File: src/rtl/pipeline_stall_ctrl.sv
// Purpose: per-stage enables/flushes for the 5-stage pipe from halt, cache-stall and mispredict requests.
// Latency: 0 cycles request-to-response; state changes 1 cycle. Backpressure: dcache_stall freezes every stage.
// Optional RENAS_STALL_CNT_EN adds saturating stall/bubble/redirect performance counters.
module pipeline_stall_ctrl #(
    parameter int FLUSH_CYCLES = 1,
    parameter int CNT_W        = 32
) (
    input  logic       clk,
    input  logic       rst,
    input  logic       FW_halt,
    input  logic       icache_stall,
    input  logic       dcache_stall,
    input  logic       br_mispredict,
    output logic       pc_en,
    output logic       if_id_en,
    output logic       id_ex_en,
    output logic       ex_mem_en,
    output logic       mem_wb_en,
    output logic       if_id_flush,
    output logic       id_ex_flush,
    output logic       ex_mem_flush,
    output logic       pc_redirect,
    output logic [1:0] ctrl_state,
    output logic       hz_err
`ifdef RENAS_STALL_CNT_EN
    ,
    output logic [CNT_W-1:0] stall_cnt,
    output logic [CNT_W-1:0] bubble_cnt,
    output logic [CNT_W-1:0] flush_cnt_perf
`endif
);

    typedef enum logic [1:0] {
        RUN      = 2'd0,
        MEM_WAIT = 2'd1,
        FLUSH    = 2'd2
    } state_t;

    localparam logic [2:0] FLUSH_RELOAD = 3'((FLUSH_CYCLES > 0) ? FLUSH_CYCLES - 1 : 0);

    state_t     state_q, state_d;
    logic [2:0] flush_cnt_q, flush_cnt_d;
    logic       halt_q, halt_d;
    logic       hz_err_q, hz_err_set;
    logic       bubble;

    always_ff @(posedge clk or posedge rst) begin
        if (rst) begin
            state_q     <= RUN;
            flush_cnt_q <= 3'd0;
            halt_q      <= 1'b0;
            hz_err_q    <= 1'b0;
        end else begin
            state_q     <= state_d;
            flush_cnt_q <= flush_cnt_d;
            halt_q      <= halt_d;
            hz_err_q    <= hz_err_q | hz_err_set;
        end
    end

    always_comb begin
        pc_en        = 1'b1;
        if_id_en     = 1'b1;
        id_ex_en     = 1'b1;
        ex_mem_en    = 1'b1;
        mem_wb_en    = 1'b1;
        if_id_flush  = 1'b0;
        id_ex_flush  = 1'b0;
        ex_mem_flush = 1'b0;
        pc_redirect  = 1'b0;
        state_d      = state_q;
        flush_cnt_d  = flush_cnt_q;
        halt_d       = 1'b0;
        hz_err_set   = 1'b0;
        bubble       = 1'b0;

        if (dcache_stall) begin
            // Full freeze outranks everything; an in-progress flush just pauses.
            pc_en     = 1'b0;
            if_id_en  = 1'b0;
            id_ex_en  = 1'b0;
            ex_mem_en = 1'b0;
            mem_wb_en = 1'b0;
            if (state_q != FLUSH)
                state_d = MEM_WAIT;
        end else if (state_q == FLUSH) begin
            if_id_flush = 1'b1;
            if (br_mispredict) begin
                pc_redirect = 1'b1;
                id_ex_flush = 1'b1;
                if (FLUSH_CYCLES > 0)
                    flush_cnt_d = FLUSH_RELOAD;
                else
                    state_d = RUN;
            end else if (flush_cnt_q == 3'd0) begin
                state_d = RUN;
            end else begin
                flush_cnt_d = flush_cnt_q - 3'd1;
            end
        end else begin
            // RUN, or the MEM_WAIT cycle in which the D-cache releases.
            state_d = RUN;
            if (FW_halt) begin
                pc_en        = 1'b0;
                if_id_en     = 1'b0;
                id_ex_en     = 1'b0;
                ex_mem_flush = 1'b1;
                halt_d       = 1'b1;
                hz_err_set   = halt_q;
                bubble       = 1'b1;
            end else if (br_mispredict) begin
                pc_redirect = 1'b1;
                if_id_flush = 1'b1;
                id_ex_flush = 1'b1;
                if (FLUSH_CYCLES > 0) begin
                    flush_cnt_d = FLUSH_RELOAD;
                    state_d     = FLUSH;
                end
            end else if (icache_stall) begin
                pc_en       = 1'b0;
                if_id_en    = 1'b0;
                id_ex_flush = 1'b1;
            end
        end
    end

    assign ctrl_state = state_q;
    assign hz_err     = hz_err_q;

`ifdef RENAS_STALL_CNT_EN
    always_ff @(posedge clk or posedge rst) begin
        if (rst) begin
            stall_cnt      <= '0;
            bubble_cnt     <= '0;
            flush_cnt_perf <= '0;
        end else begin
            if (state_q == MEM_WAIT && stall_cnt != '1)
                stall_cnt <= stall_cnt + 1'b1;
            if (bubble && bubble_cnt != '1)
                bubble_cnt <= bubble_cnt + 1'b1;
            if (pc_redirect && flush_cnt_perf != '1)
                flush_cnt_perf <= flush_cnt_perf + 1'b1;
        end
    end
`else
    // Keeps CNT_W referenced when the counters are compiled out.
    logic [CNT_W-1:0] unused_cnt_w;
    assign unused_cnt_w = '0;
`endif

endmodule

File: config.mk
export PLATFORM = sky130hd
export DESIGN_NAME = pipeline_stall_ctrl
export DESIGN_NICKNAME = d
export VERILOG_FILES = /design/src/rtl/pipeline_stall_ctrl.sv
export SDC_FILE = /design/constraint.sdc
export NUM_CORES = 1
export LEC_CHECK = 0
export ABC_AREA = 1
export CAP_MARGIN = 20
export CORE_AREA = 8 8 45 47
export CTS_CLUSTER_SIZE = 25
export DETAILED_ROUTE_END_ITERATION = 12
export DIE_AREA = 0 0 53 55
export SETUP_SLACK_MARGIN = 0.02
export SYNTH_ARGS = -nofsm -noshare
export SYNTH_HDL_FRONTEND = slang
export SYNTH_SLANG_ARGS = --single-unit
File: constraint.sdc
create_clock -name clk -period 1.72 [get_ports clk]
set_input_delay 0.258 -clock clk [delete_from_list [all_inputs] [get_ports clk]]
set_output_delay 0.258 -clock clk [all_outputs]
set_load 0.02 [all_outputs]
## After elaboration in Yosys (flattened, before gate mapping)

Cells that the tools add are included.

| storage, ports and cells | value |
|---|---|
| bits in registers | 7 |
| bits of input ports | 6 |

| operators by class | value |
|---|---|
| add/sub/neg operators | 1 |
| equality and inequality tests | 7 |
| muxes and demuxes | 38 |
| bitwise gates (word level) | 2 |
| reduce and logical (&&, ||, !) cells | 4 |

Operator list:

| operator | number |
|---|---|
| $mux W1 | 26 |
| $mux W3 | 5 |
| $mux W2 | 7 |
| $ne A2 B1 Y1 const B | 2 |
| $ne A2 B2 Y1 const B | 2 |
| $reduce_and A4 Y1 | 1 |
| $logic_not A3 Y1 | 1 |
| $ne A3 B2 Y1 const B | 1 |
| $ne A3 B3 Y1 const B | 1 |
| $reduce_and A3 Y1 | 1 |
| $sub A3 B1 Y3 const B | 1 |
| $eq A2 B2 Y1 const B | 1 |
| $reduce_bool A2 Y1 | 1 |
| $not A1 Y1 | 1 |
| $or A1 B1 Y1 | 1 |

## Longest topological paths before layout

| depth | value |
|---|---|
| depth in word-level cells | 5 |
| gate-level depth with buffers | 7 |

## Least setup slack after synthesis

Ideal clock, no wire load.

| path | value |
|---|---|
| path type | register -> output |
| from | register state_q[0], in the netlist ctrl_state[0] |
| to | output port pc_en |
| arrival | 1.447 ns |
| required time | 1.462 ns |
| setup slack | 0.015 ns |
| stages on the path, launching flop included | 7 |
| path buffers | 1 |
| cells stage by stage | dfrtp_1 > inv_2 > nand2_4 > nand2_1 > nand2_1 > a31oi_1 > buf_4 |

| on the way | value |
|---|---|
| word-level cells in the longest chain between the ends | 3 |

RTL lines:

| item | line | source |
|---|---|---|
| from (decl) | 41 | `state_t state_q, state_d;` |
| from (signal assigned) | 54 | `state_q <= state_d;` |
| $eq A2 B2 Y1 | 86 | `end else if (state_q == FLUSH) begin` |
| $mux W1 (2 in series) | -- |  |
| to (decl) | 14 | `output logic pc_en,` |

Every way passes these cells.

## Worst setup path after layout

| path | value |
|---|---|
| from | register state_q[0], in the netlist ctrl_state[0] |
| to | output port id_ex_en |

| on the way | value |
|---|---|
| word-level cells in the longest chain between the ends | 3 |

RTL lines:

| item | line | source |
|---|---|---|
| $eq A2 B2 Y1 | 86 |  |
| $mux W1 | 86 |  |
| $mux W1 | 77 | `if (dcache_stall) begin` |
| to (decl) | 16 | `output logic id_ex_en,` |

Every way passes these cells.

==> impl_metrics.env <==
export IMPL_critPathMaxStageDelay_ns=0.38
export IMPL_dp_cells=91
export IMPL_fillers=157
export IMPL_seq_area_um2=175
export IMPL_die_h_um=55
export IMPL_ys_types=17
export IMPL_die_w_um=53
export IMPL_yosys_warnings=0
export IMPL_root_buffer="clkbuf_4"
export IMPL_maxCapViolations=0
export IMPL_crit_type="register to primary output"
export IMPL_rsz0062_at_grt="no"
export IMPL_fin_ws_ns=0.105
export IMPL_hp_class="input pin to asynchronous set/reset pin"
export IMPL_yosysTopAreaCell="dfrtp_1"
export IMPL_wl_per_cell_um=10.2
export IMPL_cp_data_required_time_ns=1.46
export IMPL_crit_path_max_fanout=9
export IMPL_io_buffers=17
export IMPL_crit_chain="inv_2 > nand2_4 > buf_12 > a21oi_4 > dlygate4sd2_1"
export IMPL_fin_skew_ns=0.000111
export IMPL_synth_top_area_share_pct=41.2
export IMPL_end_kind="primary output"
export IMPL_syn_nets=61
export IMPL_grt_pass1_wl_um=1650
export IMPL_setup_viol_count_final=0
export IMPL_slew_headroom_pct=83.0
export IMPL_drc=0
export IMPL_tightest_slew_ns=0.254
export IMPL_n_antenna_cell=0
export IMPL_wl_um=972
export IMPL_critPathSlowestCell="dfrtp_1"
export IMPL_syn_avg_cell_area_um2=8.03
export IMPL_max_freq_mhz=619
export IMPL_cts_setup_buffers=0
export IMPL_fin_crit_ns=1.61
export IMPL_synth_common_cells="11 x nand2_1, 8 x inv_1, 7 x dfrtp_1, 7 x nor2_1, 4 x nand3_1"
export IMPL_ys_seq_area_share_pct=41.2
export IMPL_leakagePower_nw=0.354
export IMPL_io_pins=18
export IMPL_start_util_pct=30.7
export IMPL_initialDrtViolationCount=6
export IMPL_critPathArrivalTime_ns=1.36
export IMPL_grt_use_total_pct=7.63
export IMPL_tns_ns=0
export IMPL_powerDensity_nw_per_um2=731
export IMPL_ys_top_cells_by_area="dfrtp_1 41%, nand2_1 9.7%, inv_1 7.1%, nor2_1 6.2%, ha_1 5.9%"
export IMPL_grt_max_degree=10
export IMPL_clk_pin_slew_worst_paths_ns=0.05
export IMPL_synth_cells=53
export IMPL_yosys_most_used_dff="dfrtp_1"
export IMPL_vdd_drop_max_uv=496
export IMPL_final_instance_count_excl_fill=95
export IMPL_rows=14
export IMPL_die_area_um2=2920
export IMPL_core_um2=1380
export IMPL_grt_pass1_vias=402
export IMPL_routed_via_density=4.23
export IMPL_antenna_found_initial=0
export IMPL_numClockSinks=7
export IMPL_hold_violations=0
export IMPL_cts_tree="built"
export IMPL_netlist_area_um2=425
export IMPL_place_congestion=0.730
export IMPL_grt_overflow_total=0
export IMPL_outcome="finished clean"
export IMPL_preCtsSetupSlack_ns=-0.308
export IMPL_clk_latency_ns=0.25
export IMPL_vias=402
export IMPL_cts_buffers=3
export IMPL_nets=88
export IMPL_htree_levels=1
export IMPL_hpwl_um=815
export IMPL_synth_edf_count=0
export IMPL_drtAntennaViolNets=0
export IMPL_drt_pass1_iterations=4
export IMPL_slew_viol_final=0
export IMPL_layout_drive_gt1_share_pct=27.8
export IMPL_multi_input_area_um2=208
export IMPL_async_reset_ff_share_pct=100
export IMPL_ys_seq_elements=7
export IMPL_start_kind="register"
export IMPL_clk_path_buf_depth=2
export IMPL_synth_most_common_cell="nand2_1"
export IMPL_post_route_period_util_pct=93.9
export IMPL_timing_hold_ws_ns=0.229
export IMPL_synthToLayoutAreaGrowth_pct=56.2
## layer usage
| layer | up-vias | track usage (%) | wire [um] |
|---|---|---|---|
| met5 | - | 0 | 0 |
| met4 | 0 | 2.59 | 0 |
| met3 | 0 | 4.55 | 88 |
| met2 | 13 | 11.7 | 441 |
| met1 | 173 | 8.62 | 442 |
| li1 | 216 | - | - |
## path summary, 6_finish.rpt
check / to / cells after the start / slack, ns / start
max: id_ex_en / 5 / 0.11 / ctrl_state[0]
min: hz_err / 2 / 0.23 / rst
max reg2reg: flush_cnt_q[2] / 7 / 0.36 / flush_cnt_q[0]
min reg2reg: hz_err / 1 / 0.45 / halt_q
max in group asynchronous: flush_cnt_q[1] / 2 / 1.29 / rst
min in group clk: hz_err / 1 / 0.45 / halt_q
## cells by family after synthesis
family                   count (synthesis)  synth area share (%)
AO/OA/AOI/OAI                            7                  13.8
adder cells (fa/ha/maj)                  2                  5.88
buffers and inverters                   11                  11.5
flip-flops                               7                  41.2
AND/OR/NAND/NOR                         26                  27.6
## registers in the layout, summed over array words and instances, names as in the netlist
register,cells
halt_q,1
flush_cnt_q,3
hz_err,1
ctrl_state,2
## cell usage in the layout, fill, tap and decap left out
cell type / count
ha_1: 2
inv_2: 1
nand2_1: 11
a21oi_4: 1
clkbuf_4: 3
nand2_2: 1
o31ai_1: 1
clkdlybuf4s50_1: 8
buf_4: 6
inv_1: 8
or2_1: 2
buf_12: 1
a21oi_1: 2
a21o_1: 1
dfrtp_1: 7
buf_2: 2
nor2_1: 7
dlygate4sd2_1: 3
nand2_4: 1
nand3_1: 4
clkbuf_1: 1
clkbuf_2: 4
o21bai_2: 1
a31oi_2: 1
## through the flow
stage	power (mW)	instance area, um2	util (%)
2_1_floorplan	0.275	432	-
3_3_place_gp	0.355	672	48.6
3_5_place_dp	0.356	672	48.6
4_1_cts	0.499	692	50.0
5_1_grt	0.524	664	48.0
6_report	0.486	664	48.0
## cell type report
class	count	share of cell area, %
Clock buffer	4	3.95
Inverter	9	5.08
Multi-Input combinational cell	35	31.3
Sequential cell	7	26.4
Tap cell	16	3.01
Timing Repair Buffer	24	30.3
## where the power goes
group / switching (mW) / internal (mW) / leakage, nW / total [mW]
Clock: 0.0581 / 0.0884 / 0.0150 / 0.146
Combinational: 0.0817 / 0.0709 / 0.251 / 0.153
Sequential: 0.00795 / 0.179 / 0.0883 / 0.186
## timing repair
action | CTS | global route
gates resized for setup | 13 | 10
endpoints found under the setup margin | 9 | 6
hold buffers | 0 | 0
## critical path: cells and delay by family, from the launching register on
kind | cells | cell delay, ns
AO/OA/AOI/OAI | 1 | 0.12
buffers and inverters | 3 | 0.56
AND/OR/NAND/NOR | 1 | 0.05
flip-flops | 1 | 0.38
Note: power is estimated with default switching activity, not from simulation.
